`config.mk`:
```
export PLATFORM = sky130hd
export DESIGN_NAME = req_arbiter7
export DESIGN_NICKNAME = d
export VERILOG_FILES = /design/src/rtl/req_arbiter7.sv
export SDC_FILE = /design/constraint.sdc
export NUM_CORES = 1
export LEC_CHECK = 0
export ABC_AREA = 1
export CORE_ASPECT_RATIO = 0.8
export CORE_MARGIN = 10
export CORE_UTILIZATION = 40
export DETAILED_ROUTE_END_ITERATION = 12
export PLACE_DENSITY_LB_ADDON = 0.3
export SETUP_SLACK_MARGIN = 0.02
export SYNTH_ARGS = -nofsm -noshare
export SYNTH_HDL_FRONTEND = slang
export SYNTH_SLANG_ARGS = --single-unit
export TNS_END_PERCENT = 1
```
`constraint.sdc`:
```
create_clock -name clk -period 2.1 [get_ports clk]
set_input_delay 0.315 -clock clk [delete_from_list [all_inputs] [get_ports clk]]
set_output_delay 0.315 -clock clk [all_outputs]
set_load 0.02 [all_outputs]
```
`src/rtl/req_arbiter7.sv`:
```
// Seven-way request arbiter with sequenced grant/release, bounded hold time and a recovery cycle.
// Define ARB_ROUND_ROBIN_EN for rotating priority; the default build uses fixed highest-index priority.
module req_arbiter7 #(
    parameter int HOLD_MAX = 16
) (
    input  logic       clk,
    input  logic       rst,
    input  logic       en,
    input  logic [6:0] req,
    output logic [6:0] gnt,
    output logic [2:0] gnt_id,
    output logic       busy,
    output logic       timeout
);

    localparam int CNT_W = (HOLD_MAX < 1) ? 1 : $clog2(HOLD_MAX + 1);

    typedef enum logic [1:0] {
        IDLE,
        GRANT,
        RECOVER
    } state_t;

    state_t           state_q, state_d;
    logic [6:0]       gnt_q, gnt_d;
    logic [2:0]       gnt_id_q, gnt_id_d;
    logic             busy_q, busy_d;
    logic             timeout_q, timeout_d;
    logic [CNT_W-1:0] cnt_q, cnt_d;

    logic [2:0]       pick_idx;
    logic             pick_vld;

`ifdef ARB_ROUND_ROBIN_EN
    logic [2:0] ptr_q, ptr_d;

    // Search ptr-1 downward with wrap; iterating k from 7 to 1 lets the nearest candidate win last.
    always_comb begin
        logic [2:0] cand;
        pick_idx = '0;
        pick_vld = 1'b0;
        for (int k = 7; k >= 1; k--) begin
            cand = 3'((int'(ptr_q) + 7 - k) % 7);
            if (req[cand]) begin
                pick_idx = cand;
                pick_vld = 1'b1;
            end
        end
    end
`else
    always_comb begin
        pick_idx = '0;
        pick_vld = 1'b0;
        for (int i = 0; i < 7; i++) begin
            if (req[i]) begin
                pick_idx = 3'(i);
                pick_vld = 1'b1;
            end
        end
    end
`endif

    always_comb begin
        state_d   = state_q;
        gnt_d     = gnt_q;
        gnt_id_d  = gnt_id_q;
        busy_d    = busy_q;
        timeout_d = 1'b0;
        cnt_d     = cnt_q;
`ifdef ARB_ROUND_ROBIN_EN
        ptr_d     = ptr_q;
`endif
        case (state_q)
            IDLE: begin
                gnt_d    = '0;
                gnt_id_d = '0;
                busy_d   = 1'b0;
                if (en && pick_vld) begin
                    gnt_d    = 7'(1) << pick_idx;
                    gnt_id_d = pick_idx + 3'd1;
                    busy_d   = 1'b1;
                    cnt_d    = (HOLD_MAX != 0) ? CNT_W'(1) : cnt_q;
                    state_d  = GRANT;
`ifdef ARB_ROUND_ROBIN_EN
                    ptr_d    = pick_idx;
`endif
                end
            end
            GRANT: begin
                if (!en || (req & gnt_q) == '0 ||
                    (HOLD_MAX != 0 && cnt_q == CNT_W'(HOLD_MAX))) begin
                    gnt_d    = '0;
                    gnt_id_d = '0;
                    busy_d   = 1'b0;
                    cnt_d    = '0;
                    state_d  = en ? RECOVER : IDLE;
                    // Only a hold-time revocation pulses timeout; abort and release stay quiet.
                    timeout_d = en && (req & gnt_q) != '0;
                end else if (HOLD_MAX != 0) begin
                    cnt_d = cnt_q + CNT_W'(1);
                end
            end
            RECOVER: begin
                gnt_d    = '0;
                gnt_id_d = '0;
                busy_d   = 1'b0;
                state_d  = IDLE;
            end
            default: begin
                gnt_d    = '0;
                gnt_id_d = '0;
                busy_d   = 1'b0;
                state_d  = IDLE;
            end
        endcase
    end

    always_ff @(posedge clk) begin
        if (rst) begin
            state_q   <= IDLE;
            gnt_q     <= '0;
            gnt_id_q  <= '0;
            busy_q    <= 1'b0;
            timeout_q <= 1'b0;
            cnt_q     <= '0;
`ifdef ARB_ROUND_ROBIN_EN
            ptr_q     <= '0;
`endif
        end else begin
            state_q   <= state_d;
            gnt_q     <= gnt_d;
            gnt_id_q  <= gnt_id_d;
            busy_q    <= busy_d;
            timeout_q <= timeout_d;
            cnt_q     <= cnt_d;
`ifdef ARB_ROUND_ROBIN_EN
            ptr_q     <= ptr_d;
`endif
        end
    end

    assign gnt     = gnt_q;
    assign gnt_id  = gnt_id_q;
    assign busy    = busy_q;
    assign timeout = timeout_q;

endmodule

```
## Word level (Yosys, flattened, before mapping)

Index checks and enable logic that the tools add are counted.

- Input bits: 10
- Register bits after elaboration: 19
- Output and inout bits: 12
- Word-level logic and storage cells: 57

- Muxes and demuxes: 29
- Reduce and logical (&&, ||, !) cells: 12
- Eq/ne operators: 4
- Bitwise logic cells: 3
- Shift-type cells: 1
- $add $sub $neg: 2

Operator list:

| kind | number |
|---|---|
| 3-bit 2-to-1 mux | 7 |
| 7-bit 2-to-1 mux | 2 |
| 7-bit one-hot mux with 2 select lines | 1 |
| 1-bit 2-to-1 mux | 10 |
| 5-bit 2-to-1 mux | 2 |
| 5-bit one-hot mux with 2 select lines | 1 |
| 7-bit bitwise AND | 1 |
| 7-bit zero test | 1 |
| 7-bit nonzero test | 1 |
| 1-bit by 3-bit left shift with 7-bit output, first input constant | 1 |
| 2-bit 2-to-1 mux | 3 |
| 3-bit one-hot mux with 2 select lines | 1 |
| 5-bit by 1-bit adder with 5-bit output, second input constant | 1 |
| 5-bit == test, second input constant | 1 |
| 2-bit inequality test, second input constant | 2 |
| 2-bit one-hot mux with 2 select lines | 1 |
| 2-bit AND reduction | 2 |
| 3-bit by 1-bit adder with 3-bit output, second input constant | 1 |
| 3-bit OR reduction | 1 |
| 2-bit by 1-bit == test with 1-bit output, second input constant | 1 |
| 1-bit logical AND | 2 |
| 2-bit zero test | 1 |
| 1-bit logical OR | 2 |
| 1-bit NOT | 2 |
| 3 further kinds | 3 |

## Depth between registers and ports, before layout

- Word-level depth: 10
- Mapped depth: 12
- Gate-level depth less buffers: 12

## Worst setup path after synthesis

OpenSTA, ideal clock, no wires.

- Kind: input -> register
- From: in req[2]
- To: reg gnt_id_q[2], in the netlist gnt_id[2]
- Required time: 2.030 ns
- Buffers on the path: 0
- Slack: 0.601 ns
- Arrival: 1.429 ns
- Library setup time: 0.070 ns
- Stages: 8
- Cells stage by stage: nor2_1 inv_1 a31oi_1 inv_1 ha_1 ha_1 nand3b_1 a21oi_1

- Cells in the longest elaborated chain, start to end: 8
- Elaborated cells between the ends (all ways): 19
- Those cells by class: add/sub (1); eq/ne (1); mux (12); bitwise (1); reduce/logical (4)

RTL lines:

| element | RTL line | RTL |
|---|---|---|
| start: declaration | 9 | `input logic [6:0] req,` |
| 3-bit 2-to-1 mux / 1-bit 2-to-1 mux (equally long branches) (5 in series) | 55 | `if (req[i]) begin` |
| 3-bit by 1-bit adder with 3-bit output / 1-bit logical AND (equally long branches) | 80, 78 |  |
| 3-bit 2-to-1 mux | 78 | `if (en && pick_vld) begin` |
| 3-bit one-hot mux with 2 select lines | 73 | `case (state_q)` |
| end signal: assignment | 132 | `gnt_id_q <= gnt_id_d;` |
| end: declaration | 26 | `logic [2:0] gnt_id_q, gnt_id_d;` |

Several ways; a longest one is shown, not always the timed one.
A chain may end at the register's enable or synchronous reset.

## Worst setup path after layout

Same ends and word-level chain as after synthesis.

==> run_results.csv <==
group,metric,value,unit
drt,dr.pass1.iters,4,
setup_path,crit_chain,"clkdlybuf4s50_1, nor2_1, inv_1, a31oi_1, inv_1, ha_1, ha_1, nand3b_1, a21oi_1",
drt,drc,0,
timing,hold_viol,0,
setup_path,r2r_setup_slack,650,ps
grt,gr-usage-all-layers,0.112,
setup_path,arrival,1960,ps
timing,final.min_clock_period,1740,ps
yosys,ys_seq_area_frac,0.328,
clock_network,cts_resized,0,
timing,worst_pin_slew,638,ps
drt,avgViaCountPerCell,5.16,
setup_path,cpLargestDelayFamily,"buffers and inverters",
clock_network,cts.sinks,19,
setup_path,worst_r2r_endpoint,"gnt_id[2]",
yosys,synth_cell_type_count,23,
yosys,async_flop_share,0,
placement,dp.final_hpwl,2.15,mm
clock_network,insertion_delay,290,ps
clock_network,cts_hold_buf,0,
grt,grt_pass1_wl,5.00,mm
cells_and_area,drive_above_1_share,0.0939,
timing,slew_viol_final,0,
placement,placement.io_buffers,21,
yosys,synth_top_area_cell,"dfxtp_1",
yosys,netlist_area,1160,um2
yosys,syn_nets,177,
floorplanning,rows,17,
timing,tns,0,ps
setup_path,crit_type,"input port to flop",
power_and_ir_drop,powerDensity,499,nW/um2
clock_network,root_buffer,"clkbuf_4",
yosys,yosysMostFrequentCell,"nand2_1",
timing,max_freq,575,MHz
setup_path,required,2320,ps
yosys,synth.avg_cell_area,7.25,um2
cells_and_area,diodes,0,
floorplanning,core_area,2770,um2
timing,worst_hold_slack,507,ps
drt,wl_per_cell,12.9,um
grt,grt_pass1_vias,1064,
timing,maxSlewHeadroom,0.573,
floorplanning,die_h,68.2,um
clock_network,cts_tree,"built",
grt,antenna_found_initial,0,
clock_network,clk_pin_slew,100,ps
setup_path,path_buf_inv,3,
clock_network,clk_path_buf_depth,2,
floorplanning,dieArea,5470,um2
setup_path,crit_path_max_fanout,3,
floorplanning,die_w,80.2,um
setup_path,ff2ff_path_depth,7,
worst_hold_path,hold_class,"flop to flop",
yosys,ys_warn_count,0,
setup_path,slowest_delay,440,ps
cells_and_area,nets,199,
worst_hold_path,min_to,"busy",
cells_and_area,syn2layout_area_growth,22.3,%
setup_path,r2r_start,"cnt_q[0]",
outcome,status,"finished, final reports clean",
yosys,synth.top_cells.by_area,"dfxtp_1 (33%), nand4_1 (9.2%), a21oi_1 (7.8%)",
clock_network,cts_setup_buffers,0,
drt,drt_iter0_markers,66,
grt,gr-total-overflow,0,
clock_network,htreeDepth,1,
floorplanning,io_pins,22,
yosys,synth_top_cells_by_count,"nand2_1 (22), inv_1 (21), dfxtp_1 (19), a21oi_1 (18), nand3_1 (18)",
worst_hold_path,hold_depth,2,
yosys,synth_top_flop_cell,"dfxtp_1",
grt,grt_max_degree,20,
drt,vias,1130,
setup_path,startpoint_type,"input port",
worst_hold_path,hp-start,"busy",
timing,rsz0062_at_grt,"no",
timing,skew,6.05,ps
floorplanning,initial_core_util,0.419,
yosys,synth_top_area_share,0.328,
power_and_ir_drop,irDropWorstVdd,0.000407,V
job,drv_cap,0,
yosys,synth-seq-cells,19,
yosys,synthCells,160,
timing,setup_viol,0,
timing,fin_crit_sh,0.828,
setup_path,critPathSlowestCell,"clkdlybuf4s50_1",
cells_and_area,final_core_util,0.513,
power_and_ir_drop,leakagePower,0.599,nW
yosys,synth_edf_count,0,
drt,finalWirelength,2.83,mm
drt,final_antenna_net_count,0,
setup_path,critPathCaptureType,"flop",
placement,gp_congestion,0.852,
clock_network,cts_buffers,3,
-- tightest hold or removal path: stages, from the launching register on --
cell	delay [ps]
dfxtp_1	320
nand4_1	80
a21oi_1	60
-- cell type report --
cell class	instances	area, um2
Fill cell	279	1350
Multi-Input combinational cell	109	634
Timing Repair Buffer	25	240
Sequential cell	19	380
Clock buffer	4	26.3
Inverter	24	90.1
Tap cell	38	47.5
-- flip-flops by register name (all words and copies together), names as in the netlist --
register / cells
state_q: 2
gnt: 7
cnt_q: 5
timeout: 1
gnt_id: 3
busy: 1
-- metal layers --
metal,GRT usage,share of wire
met1,0.150,0.47
met2,0.172,0.46
met3,0.0406,0.068
met4,0.0197,0.0049
met5,0,0
-- cell families after synthesis --
group / Yosys count / share of synthesized area
buffers and inverters: 32 / 0.125
xor gates and xnor gates: 1 / 0.00755
AOI/OAI and AO/OA: 20 / 0.0874
adders and majority gates: 7 / 0.0755
and+or+nand+nor: 81 / 0.376
DFF: 19 / 0.328
-- cells in the final DEF (no fill, tap or decap) --
cell and count:
nor2_8 1, clkbuf_4 3, nand4_1 17, nor2_4 2, nor4b_1 1, buf_4 4, a31oi_1 1, nand3b_1 2
o21ai_1 1, nand2_2 1, inv_1 21, inv_2 3, dfxtp_1 19, nand3_2 1, ha_1 7, clkdlybuf4s50_1 21
nand3_1 18, nand2_4 2, xor2_1 1, a21oi_1 18, nand2_1 22, clkbuf_1 1, nor2_1 14
-- where the power goes --
group          leakage [nW]  internal [mW]  switching [mW]
Combinational         0.430         0.0581          0.0866
Sequential            0.155          0.371         0.00769
Clock                0.0150         0.0739           0.110
Total                 0.599          0.503           0.205
-- stage by stage --
step	instance area, um2	std cells	worst slack [ps]	power (mW)
floorplan	1160	160	601	0.478
global placement	1390	215	104	0.528
detailed placement	1390	215	45.6	0.532
CTS	1420	219	361	0.714
global route	1420	219	237	0.748
finish	1420	219	361	0.708
-- how the worst max path moves through the flow --
stage	slack [ps]	startpoint	endpoint	cells after the start
final	360	req[2]	gnt_id[2]	9
after global routing	240	req[2]	gnt_id[2]	9
after CTS	360	req[2]	gnt_id[2]	9
after detailed placement	50	req[2]	gnt_id[2]	9
after global placement	100	req[2]	gnt_id[2]	9
after floorplan	600	req[2]	gnt_id[2]	8
Power figures use the tool's default switching activity.
